**src/rtl/sipo_capture.sv**
```systemverilog
// Serial-in/parallel-out word capture with a one-word holding stage and sticky overrun.
// Define SIPO_PARITY_EN to add an even-parity bit after each word and report mismatches on par_err.
module sipo_capture #(
    parameter int WIDTH = 8
) (
    input  logic             clk,
    input  logic             rst,
    input  logic             d_in,
    input  logic             d_valid,
    input  logic             out_ready,
    output logic [WIDTH-1:0] par_out,
    output logic             par_valid,
    output logic             busy,
    output logic             overrun,
    output logic             par_err
);
    localparam int CW = $clog2(WIDTH + 1);

    typedef enum logic [1:0] {
        ST_IDLE  = 2'd0,
        ST_SHIFT = 2'd1,
        ST_HOLD  = 2'd2,
        ST_PAR   = 2'd3
    } state_t;

    state_t           state_r;
    state_t           state_nxt_s;
    logic [CW-1:0]    cnt_r;
    logic [WIDTH-1:0] shift_r;
    logic [WIDTH-1:0] par_out_r;
    logic             par_valid_r;
    logic             busy_r;
    logic             overrun_r;
    logic             par_err_r;
    logic             par_valid_nxt_s;
    logic             busy_nxt_s;
    logic             last_bit_s;
    logic             xfer_s;
    logic [WIDTH-1:0] shifted_s;

`ifdef SIPO_PARITY_EN
    // Even parity: data XOR parity bit must be zero for a clean word.
    function automatic logic parity_err(input logic [WIDTH-1:0] word, input logic pbit);
        return (^word) ^ pbit;
    endfunction
`endif

    assign last_bit_s = (cnt_r == CW'(WIDTH - 1));
    assign xfer_s     = par_valid_r & out_ready;
    assign shifted_s  = {shift_r[WIDTH-2:0], d_in};

    // State register.
    always_ff @(posedge clk or posedge rst) begin
        if (rst) begin
            state_r <= ST_IDLE;
        end else begin
            state_r <= state_nxt_s;
        end
    end

    // Next-state logic.
    always_comb begin
        state_nxt_s = state_r;
        case (state_r)
            ST_IDLE: begin
                if (d_valid) begin
                    state_nxt_s = ST_SHIFT;
                end else begin
                    state_nxt_s = ST_IDLE;
                end
            end
            ST_SHIFT: begin
                if (d_valid && last_bit_s) begin
`ifdef SIPO_PARITY_EN
                    state_nxt_s = ST_PAR;
`else
                    state_nxt_s = ST_HOLD;
`endif
                end else begin
                    state_nxt_s = ST_SHIFT;
                end
            end
`ifdef SIPO_PARITY_EN
            ST_PAR: begin
                if (d_valid) begin
                    state_nxt_s = ST_HOLD;
                end else begin
                    state_nxt_s = ST_PAR;
                end
            end
`endif
            ST_HOLD: begin
                if (xfer_s) begin
                    // A bit arriving with the transfer starts the next word.
                    state_nxt_s = d_valid ? ST_SHIFT : ST_IDLE;
                end else begin
                    state_nxt_s = ST_HOLD;
                end
            end
            default: state_nxt_s = ST_IDLE;
        endcase
    end

    // Output decode from the next state so the flags are registered.
    always_comb begin
        par_valid_nxt_s = 1'b0;
        busy_nxt_s      = 1'b0;
        case (state_nxt_s)
            ST_SHIFT: busy_nxt_s      = 1'b1;
            ST_PAR:   busy_nxt_s      = 1'b1;
            ST_HOLD:  par_valid_nxt_s = 1'b1;
            default: begin
                par_valid_nxt_s = 1'b0;
                busy_nxt_s      = 1'b0;
            end
        endcase
    end

    // Datapath: shift register, bit count, presented word and status flags.
    always_ff @(posedge clk or posedge rst) begin
        if (rst) begin
            cnt_r       <= {CW{1'b0}};
            shift_r     <= {WIDTH{1'b0}};
            par_out_r   <= {WIDTH{1'b0}};
            par_valid_r <= 1'b0;
            busy_r      <= 1'b0;
            overrun_r   <= 1'b0;
            par_err_r   <= 1'b0;
        end else begin
            par_valid_r <= par_valid_nxt_s;
            busy_r      <= busy_nxt_s;
            case (state_r)
                ST_IDLE: begin
                    if (d_valid) begin
                        shift_r <= {{(WIDTH-1){1'b0}}, d_in};
                        cnt_r   <= CW'(1);
                    end
                end
                ST_SHIFT: begin
                    if (d_valid) begin
                        shift_r <= shifted_s;
                        if (last_bit_s) begin
                            cnt_r <= {CW{1'b0}};
`ifndef SIPO_PARITY_EN
                            par_out_r <= shifted_s;
`endif
                        end else begin
                            cnt_r <= cnt_r + CW'(1);
                        end
                    end
                end
`ifdef SIPO_PARITY_EN
                ST_PAR: begin
                    if (d_valid) begin
                        par_out_r <= shift_r;
                        par_err_r <= parity_err(shift_r, d_in);
                    end
                end
`endif
                ST_HOLD: begin
                    if (xfer_s) begin
                        par_err_r <= 1'b0;
                        if (d_valid) begin
                            shift_r <= {{(WIDTH-1){1'b0}}, d_in};
                            cnt_r   <= CW'(1);
                        end
                    end else if (d_valid) begin
                        overrun_r <= 1'b1;
                    end
                end
                default: begin
                    cnt_r <= {CW{1'b0}};
                end
            endcase
        end
    end

    assign par_out   = par_out_r;
    assign par_valid = par_valid_r;
    assign busy      = busy_r;
    assign overrun   = overrun_r;
`ifdef SIPO_PARITY_EN
    assign par_err   = par_err_r;
`else
    assign par_err   = 1'b0;
`endif

endmodule

```
**config.mk**
```make
export PLATFORM = sky130hd
export DESIGN_NAME = sipo_capture
export DESIGN_NICKNAME = d
export VERILOG_FILES = /design/src/rtl/sipo_capture.sv
export SDC_FILE = /design/constraint.sdc
export NUM_CORES = 1
export LEC_CHECK = 0
export BUFFER_PORTS_ARGS = -buffer_cell sky130_fd_sc_hd__buf_2
export CAP_MARGIN = 20
export CELL_PAD_IN_SITES_DETAIL_PLACEMENT = 1
export CELL_PAD_IN_SITES_GLOBAL_PLACEMENT = 2
export CORE_MARGIN = 2
export CORE_UTILIZATION = 30
export DETAILED_ROUTE_END_ITERATION = 8
export GPL_ROUTABILITY_DRIVEN = 0
export HOLD_SLACK_MARGIN = 0.15
export PLACE_DENSITY_LB_ADDON = 0.1
export SYNTH_ARGS = -nofsm -noshare
export SYNTH_HDL_FRONTEND = slang
export SYNTH_SLANG_ARGS = --single-unit
```
**constraint.sdc**
```tcl
create_clock -name clk -period 3.71 [get_ports clk]
set_clock_uncertainty 0.15 [all_clocks]
set_input_delay 0.9275 -clock clk [delete_from_list [all_inputs] [get_ports clk]]
set_output_delay 0.9275 -clock clk [all_outputs]
set_load 0.1 [all_outputs]
```
## Word level (Yosys, flattened, before mapping)

Index checks and enable logic that the tools add are counted.

| word-level totals | value |
|---|---|
| output and inout port bits | 12 |
| register bits | 25 |
| input bits | 5 |
| word-level logic and storage cells | 41 |

| cells by class | value |
|---|---|
| reduce and logical (&&, ||, !) cells | 8 |
| bitwise logic cells | 2 |
| $add $sub $neg | 1 |
| equality and inequality tests | 8 |
| multiplexer cells | 15 |

Operators by type and width:

| kind | number |
|---|---|
| 8-bit two-way mux | 3 |
| 8-bit case mux with 3 select lines | 1 |
| 4-bit two-way mux | 4 |
| 4-bit case mux with 3 select lines | 1 |
| 3-bit AND reduction | 3 |
| 2-bit == test (second input constant) | 3 |
| 2-bit case mux with 3 select lines | 1 |
| 4-bit by 1-bit adder with 4-bit output (second input constant) | 1 |
| 2-bit by 1-bit == test with 1-bit output (second input constant) | 2 |
| 4-bit by 3-bit == test with 1-bit output (second input constant) | 1 |
| 2-bit two-way mux | 2 |
| 2-bit inequality test (second input constant) | 2 |
| 1-bit two-way mux | 3 |
| 3-bit nonzero test | 1 |
| 2-bit zero test | 1 |
| 2-bit AND reduction | 1 |
| 2-bit OR reduction | 1 |
| 1-bit AND | 1 |
| 1-bit logical AND | 1 |
| 1-bit inverter | 1 |

## Depth between registers and ports, before layout

Gate-level depths: netlist (run 1).

| depth | value |
|---|---|
| word-level depth | 7 |
| mapped depth | 6 |
| gate-level depth less buffers | 4 |

## Least setup slack after synthesis (run 1)

No wires, ideal clock.

| timing | value |
|---|---|
| kind | in2reg |
| start | input d_valid |
| end | register par_out_r[0], in the netlist par_out[0] |
| cell stages on the path | 6 |
| arrival | 1.911 ns |
| library setup time | 0.126 ns |
| path buffers | 3 |
| data required time | 3.434 ns |
| slack | 1.523 ns |
| cells stage by stage | buf_4 -> and3b_1 -> buf_6 -> nor2b_4 -> buf_6 -> mux2_4 |

| on the way | value |
|---|---|
| word-level cells in the longest chain between the ends | 1 |

Ends and longest elaborated chain:

| item | RTL line | RTL |
|---|---|---|
| start: declaration | 9 | `input logic d_valid,` |
| 3-bit AND reduction (no line) | n/a |  |
| end signal: assignment | 124 | `par_out_r <= {WIDTH{1'b0}};` |
| end signal: assignment | 145 | `par_out_r <= shifted_s;` |
| end: declaration | 30 | `logic [WIDTH-1:0] par_out_r;` |

Every way passes these cells.
A chain may end at the register's enable or synchronous reset.

## Final worst setup path (run 1)

| timing | value |
|---|---|
| start | register par_valid_r, in the netlist par_valid |
| end | output par_valid |

RTL lines:

| item | RTL line | RTL |
|---|---|---|
| start: declaration | 31 | `logic par_valid_r;` |
| start signal: assignment | 130 | `par_valid_r <= par_valid_nxt_s;` |
| end: declaration | 12 | `output logic par_valid,` |

No word-level cell between the ends.

==> results of run 1 <==
-- final cells by class --
class	instances	area (µm²)	share of cell area, %
clock buffer	3	22.52	1.848
inverter	2	7.507	0.6160
clock inverter	1	30.03	2.464
sequential	24	600.6	49.28
tap	46	57.56	4.723
timing repair buffer	15	75.07	6.160
multi-input combinational	45	425.4	34.91
-- stage by stage --
stage,worst slack [ps],std cells,util [%]
floorplan,1523,77,-
global placement,1147,132,34.14
detailed placement,1115,132,34.14
CTS,1416,136,35.68
global route,1376,136,35.68
finish,1441,136,35.68
-- per-layer routing --
layer | vias to the layer above | GRT usage [%] | part of all wire [%]
li1 | 304 | - | -
met1 | 323 | 14.93 | 49
met2 | 9 | 15.49 | 46
met3 | 5 | 2.641 | 3.0
met4 | 0 | 4.787 | 2.0
met5 | - | 0 | 0
-- kinds of logic (layout without fill, tap and decap cells) --
family / count (synthesis) / after routing
multiplexers: 13 / 13
AND/OR/NAND/NOR: 12 / 12
other: 1 / 1
buffers and inverters: 8 / 21
adder cells (fa/ha/maj): 1 / 1
flip-flops: 24 / 24
AO/OA/AOI/OAI: 18 / 18
-- flip-flops by register name, indices dropped and copies added (netlist names) --
register	cells
par_valid	1
busy	1
shift_r	7
par_out	8
cnt_r	4
state_r	2
overrun	1
-- final timing paths --
| path | slack (ps) | depth (start not counted) | endpoint | start |
|---|---|---|---|---|
| worst max-delay path | 1440 | 1 | par_valid | par_valid$_DFF_PP0_ |
| worst min register to register | 320 | 1 | overrun$_DFFE_PP0P_ | overrun$_DFFE_PP0P_ |
| max in group asynchronous | 2190 | 2 | shift_r[0]$_DFFE_PP0P_ | rst |
| worst min-delay path | 320 | 1 | overrun$_DFFE_PP0P_ | overrun$_DFFE_PP0P_ |
| min in group asynchronous | 640 | 2 | cnt_r[2]$_DFFE_PP0P_ | rst |
| worst max register to register | 1690 | 3 | par_out[1]$_DFFE_PP0P_ | state_r[0]$_DFF_PP0_ |
-- cells in the final DEF (no fill, tap or decap), drive strengths merged --
| cell | count |
|---|---|
| a211oi | 1 |
| a21bo | 1 |
| a21o | 1 |
| a21oi | 5 |
| a22o | 6 |
| a311oi | 1 |
| a32o | 1 |
| a32oi | 1 |
| and3b | 1 |
| buf | 15 |
| bufinv | 1 |
| clkbuf | 3 |
| conb | 1 |
| dfrtp | 24 |
| ha | 1 |
| inv | 2 |
| mux2 | 9 |
| mux2i | 4 |
| nand2 | 1 |
| nand3 | 2 |
| nand3b | 3 |
| nand4b | 1 |
| nor2b | 1 |
| nor3b | 1 |
| o21a | 1 |
| or2 | 2 |
==> results.md, run 1 <==
- The post-synthesis instance total is 77.
- The number of nets with antenna violations after detailed routing is 0.
- On the final layout, the worst hold slack is 316.0 ps.
- The routed via count divided by cell count is 4.713.
- The run finished with clean final reports.
- 0 antenna diodes ended up in the layout.
- The count of buffering cells on the critical path with inverters included is 1.
- The core region is 3416 µm².
- In this run, synthesis inferred 0 flip-flops with an integrated enable.
- In this run the cell area measured after placement is 1166 µm².
- The depth of the CTS H-tree is 1.
- After Yosys synthesis, full adders, half adders and majority gates account for 1.155% of the synthesized area.
- The measured slew at the worst slew-check pin is 927.1 ps.
- The launching element type of the critical path is a flip-flop.
- The clock slew seen by the registers of the worst setup and hold paths is 120 ps.
- The initial standard-cell utilization of the core is 31.72%.
- The critical path goes through buf_2.
- The cell type contributing the most total cell area after synthesis is dfrtp_1.
- The number of pins with negative max-slew slack in the final report is 0.
- The master of the slowest instance on the critical path is buf_2.
- After Yosys synthesis, XOR and XNOR cells account for 0% of the synthesized area.
- In the post-synthesis netlist, the biggest area contributors are dfrtp_1, mux2_4, a22o_1.
- The synthesized area divided by synthesized cell count is 14.07 µm².
- The post-route netlist has 33.33% of its cells at a drive strength greater than 1.
- STA classifies the critical path endpoint as an output port.
- TritonCTS built the clock tree.
- In this run the deepest clock path goes through 2 buffers.
- At the worst endpoint, the required time is 2630 ps.
- The portion of netlist area occupied by mux cells is 15.82%.
- The die is 64.10 µm wide.
- The total overflow left after global routing is 0.
- The via count of the first global-routing pass is 659.
- The net total in the final layout is 97.
- The synthesized-area fraction occupied by ao, oa, aoi and oai cells is 12.70%.
- The path class of the tightest hold or removal check is flip-flop to flip-flop.
- Post-CTS repair changed the size of 0 cells.
- After synthesis the netlist holds a flip-flop and latch count of 24.
- The largest single stage delay on the critical path is 450 ps.
- The most repeated cell in the gate-level netlist after synthesis is dfrtp_1.
- The cell at the root of the clock tree is clkbuf_4.
- Entering global routing, the biggest net connects 25 pins.
- The TritonCTS buffer count is 3.
- The number of port buffers is 15.
- The global routing usage summed across all routing layers is 10.65%.
- The total of max-cap violations is 0.
- Sorting the synthesized cells by how often they occur yields dfrtp_1, mux2_4, a22o_1, a21oi_1, mux2i_1.
- The synthesized design devotes to its leading area cell type 55.43% of total area.
- After routing, the total negative slack on setup checks comes to 0 ps.
- The number of I/O pins is 17.
- The number of nets handed over by synthesis was 83.
- The wire length of the first global-routing pass is 3256 µm.
- The area growth from synthesis to final layout is 12.47%.
- The cell row count is 21.
- The total number of yosys warnings is 0.
- Based on the critical path, the design can be clocked at up to 440.7 MHz.
- For this block, the via count after detailed routing is 641.
- The distinct cell type count after synthesis is 28.
- The total of endpoints with negative setup slack in the final report is 0.
- In this run the vertical extent of the chip is 64.10 µm.
- The share of synthesized area occupied by flip-flops and latches is 55.43%.
- The share of synthesized cell area in and, or, nand and nor gates is 9.238%.
- After synthesis, the share of flip-flops with an asynchronous set or reset is 100.0%.
- The fill cell instance count of the final layout is 387.
- The post-route cell area is 1219 µm².
- The detailed placer's ending HPWL is 1348 µm.
- The cell family contributing the most delay on the critical path is buffers and inverters.
- The remaining max-slew budget at the tightest pin is 38.12%.
- Setup repair after global routing left no endpoint under its margin.
- The most common flop cell mapped by yosys is dfrtp_1.
- Of all nets on the critical path, the largest fanout is 5.
- The total setup buffers inserted after CTS is 0.
- The number of hold buffers added after CTS was 0.
- By area, the combinational part of the netlist is dominated by multiplexers.
- The number of design-rule violations left by the first detailed-router iteration is 16.
- The synthesized netlist occupies a cell area of 1084 µm².
- The hold violation count in the final report was 0.
- For this design, the sink count on the clock tree is 24.
- The clock latency on the worst-skew pair is 320 ps.
- The wire length per cell is 14.43 µm.
- At the worst endpoint, the arrival time is 1190 ps.
- The type of the worst setup path is flip-flop to output port.
- The total die area is 4109 µm².
- The worst path in the final design needs a cycle of 2269 ps, including I/O delays and setup.
- The detailed-routing iteration count for the pre-antenna-repair pass is 4.
- The portion of the clock cycle consumed by the worst path in the final layout is 61.16%.
- For this run, design rule violations remaining after detail routing come to 0.
- Summed over all layers, the routed wires come to 1962 µm.
- The initial antenna violation count is 0.
Power of run 1 is left out: the tool's default activity adds up to more than one toggle a clock period on the data nets, which glitch-free logic cannot reach.
==> run 2, diff against run 1 <==
==> constraint.sdc (replaced) <==
create_clock -name clk -period 2.4 [get_ports clk]
set_clock_uncertainty 0.15 [all_clocks]
set_input_delay 0.6 -clock clk [delete_from_list [all_inputs] [get_ports clk]]
set_output_delay 0.6 -clock clk [all_outputs]
set_load 0.1 [all_outputs]
==> results.md, run 2 (same netlist as run 1, synthesis figures left out) <==
- The cell family contributing the most delay on the critical path is buffers and inverters.
- In the routed design, unresolved DRC markers number 0.
- The worst setup path is of the flip-flop to output port kind.
- Leaving out fill and tap cells, the most frequent cell in the layout is dfrtp_1.
- Summed over all layers, the global routing overflow is 0.
- Clock-pin slew was measured on the worst setup and hold paths at 130 ps.
- The count of antenna diodes in the layout is 0.
- The portion of the clock cycle consumed by the worst path in the final layout is 80.49%.
- Walking the worst path, the cells encountered are buf_2.
- The final layout contains 99 nets.
- The worst endpoint data arrival time is 1180 ps.
- The first global-routing pass estimated 3325 µm of wire.
- The count of hold buffers inserted by post-cts repair is 0.
- The core region is 3416 µm².
- The maximum clock path buffer count is 2.
- The number of cells on the worst reg-to-reg path is 4.
- The slowest stage of the critical path belongs to the cell buf_2.
- The worst min-delay path class is input port to async pin.
- For this run, the top clock speed supported by timing is 517.6 MHz.
- The via count of the first global-routing pass is 676.
- The clock latency on the worst-skew pair is 310 ps.
- The width of the die is 64.10 µm.
- The fill cell instance count of the final layout is 381.
- The path length in cells of the critical path is 1.
- Compared with the post-synthesis result, the final layout area differs by 12.36%.
- For the final routed database, the setup TNS stands at 0 ps.
- The detailed placer's ending HPWL is 1357 µm.
- The number of pins with negative max-slew slack in the final report is 0.
- Once detail routing completed, the nets flagged for antenna violations numbered 0.
- Wires add up to 2004 µm.
- On the worst path, the slowest cell contributes a delay of 450 ps.
- Post-CTS timing repair inserted 0 buffers for setup.
- The die covers 4109 µm².
- The global routing usage summed across all routing layers is 10.43%.
- The hold violation count in the final report is 0.
- The clock net sink count is 24.
- The type of destination of the critical path is an output port.
- Dividing the detail-routed wire length by the instance count gives 14.52 µm.
- Setup repair after global routing left no endpoint under its margin.
- The detailed-routing iteration count for the pre-antenna-repair pass is 2.
- CTS built an H-tree with a depth of 1.
- The fraction of layout cells with a size suffix above 1 is 34.78%.
- From bottom edge to top edge, the die measures 64.10 µm.
- The shortest clock period the worst path allows after layout is 1932 ps.
- The maximum number of pins on one net before global-route repair is 25.
- The run finished with clean final reports.
- The number of cells upsized or downsized after cts is 0.
- The cell at the root of the clock tree is clkbuf_4.
- The number of port buffers is 15.
- The initial standard-cell utilization of the core is 31.72%.
- The number of I/O pins is 17.
- Using the TritonRoute via totals, the vias-per-cell ratio works out to 4.638.
- TritonCTS built the clock tree.
- Leaving out fill and tap cells, the most frequent cells in the layout are dfrtp_1, buf_2, mux2_4.
- The count of buffering cells on the critical path with inverters included is 1.
- Buffers inserted during clock tree synthesis total 3.
- In this run the worst path has a maximum fanout of 5.
- The initial antenna violation count was 0.
- The tool flagged a number of max-cap violations equal to 0.
- The launching element type of the critical path is a flip-flop.
- The number of flip-flops in the largest register is 8.
- For the worst setup path, the data required time is 1650 ps.
- Row generation in the floorplan step produced 21 rows.
- The total of endpoints with negative setup slack in the final report is 0.
- The number of design-rule violations left by the first detailed-router iteration is 10.
- The number of vias after detailed routing is 640.
run 2: cell types whose count changed in the layout (fill, tap and decap cells not counted):
cell / delta
buf_4: +2
bufinv_16: -1
clkbuf_8: +1
run 2: metal layers:
metal	up-vias	GRT usage (%)	wire length, µm
met3	2	1.585	46
met2	6	16.28	913
met1	327	14.57	1023
li1	305	-	-
met5	-	0	0
met4	0	3.989	20
run 2: cell type report:
type | instances | area [µm²] | area share (%)
clock buffer | 4 | 36.28 | 2.980
inverter | 2 | 7.507 | 0.6166
multi-input combinational | 45 | 425.4 | 34.94
sequential | 24 | 600.6 | 49.33
tap | 46 | 57.56 | 4.728
timing repair buffer | 17 | 90.09 | 7.400
run 2: through the flow:
stage / hold slack [ps] / instances / util [%] / instance area [µm²] / worst slack (ps)
finish: 165.0 / 138 / 35.64 / 1217 / 468.2
global route: 180.3 / 138 / 35.64 / 1217 / 411.3
CTS: 159.0 / 138 / 35.64 / 1217 / 448.8
detailed placement: 290.0 / 134 / 34.58 / 1181 / 436.1
global placement: 292.0 / 134 / 34.58 / 1181 / 438.4
floorplan: 313.8 / 77 / - / 1084 / 377.5
run 2: worst reg2reg max path, cell delays in order (launching register included):
cell,delay [ps]
dfrtp_1,440
ha_1,290
nand3b_4,120
nor2b_4,360
mux2_4,330
run 2: worst paths after layout:
kind,startpoint,endpoint,slack (ps)
setup / recovery,par_valid$_DFF_PP0_,par_valid,470
hold / removal,rst,par_out[2]$_DFFE_PP0P_,160
setup reg to reg,cnt_r[0]$_DFFE_PP0P_,par_out[0]$_DFFE_PP0P_,600
hold reg to reg,overrun$_DFFE_PP0P_,overrun$_DFFE_PP0P_,320
max in group asynchronous,rst,cnt_r[0]$_DFFE_PP0P_,1690
min in group clk,overrun$_DFFE_PP0P_,overrun$_DFFE_PP0P_,320
Power of run 2 is left out for the same reason.
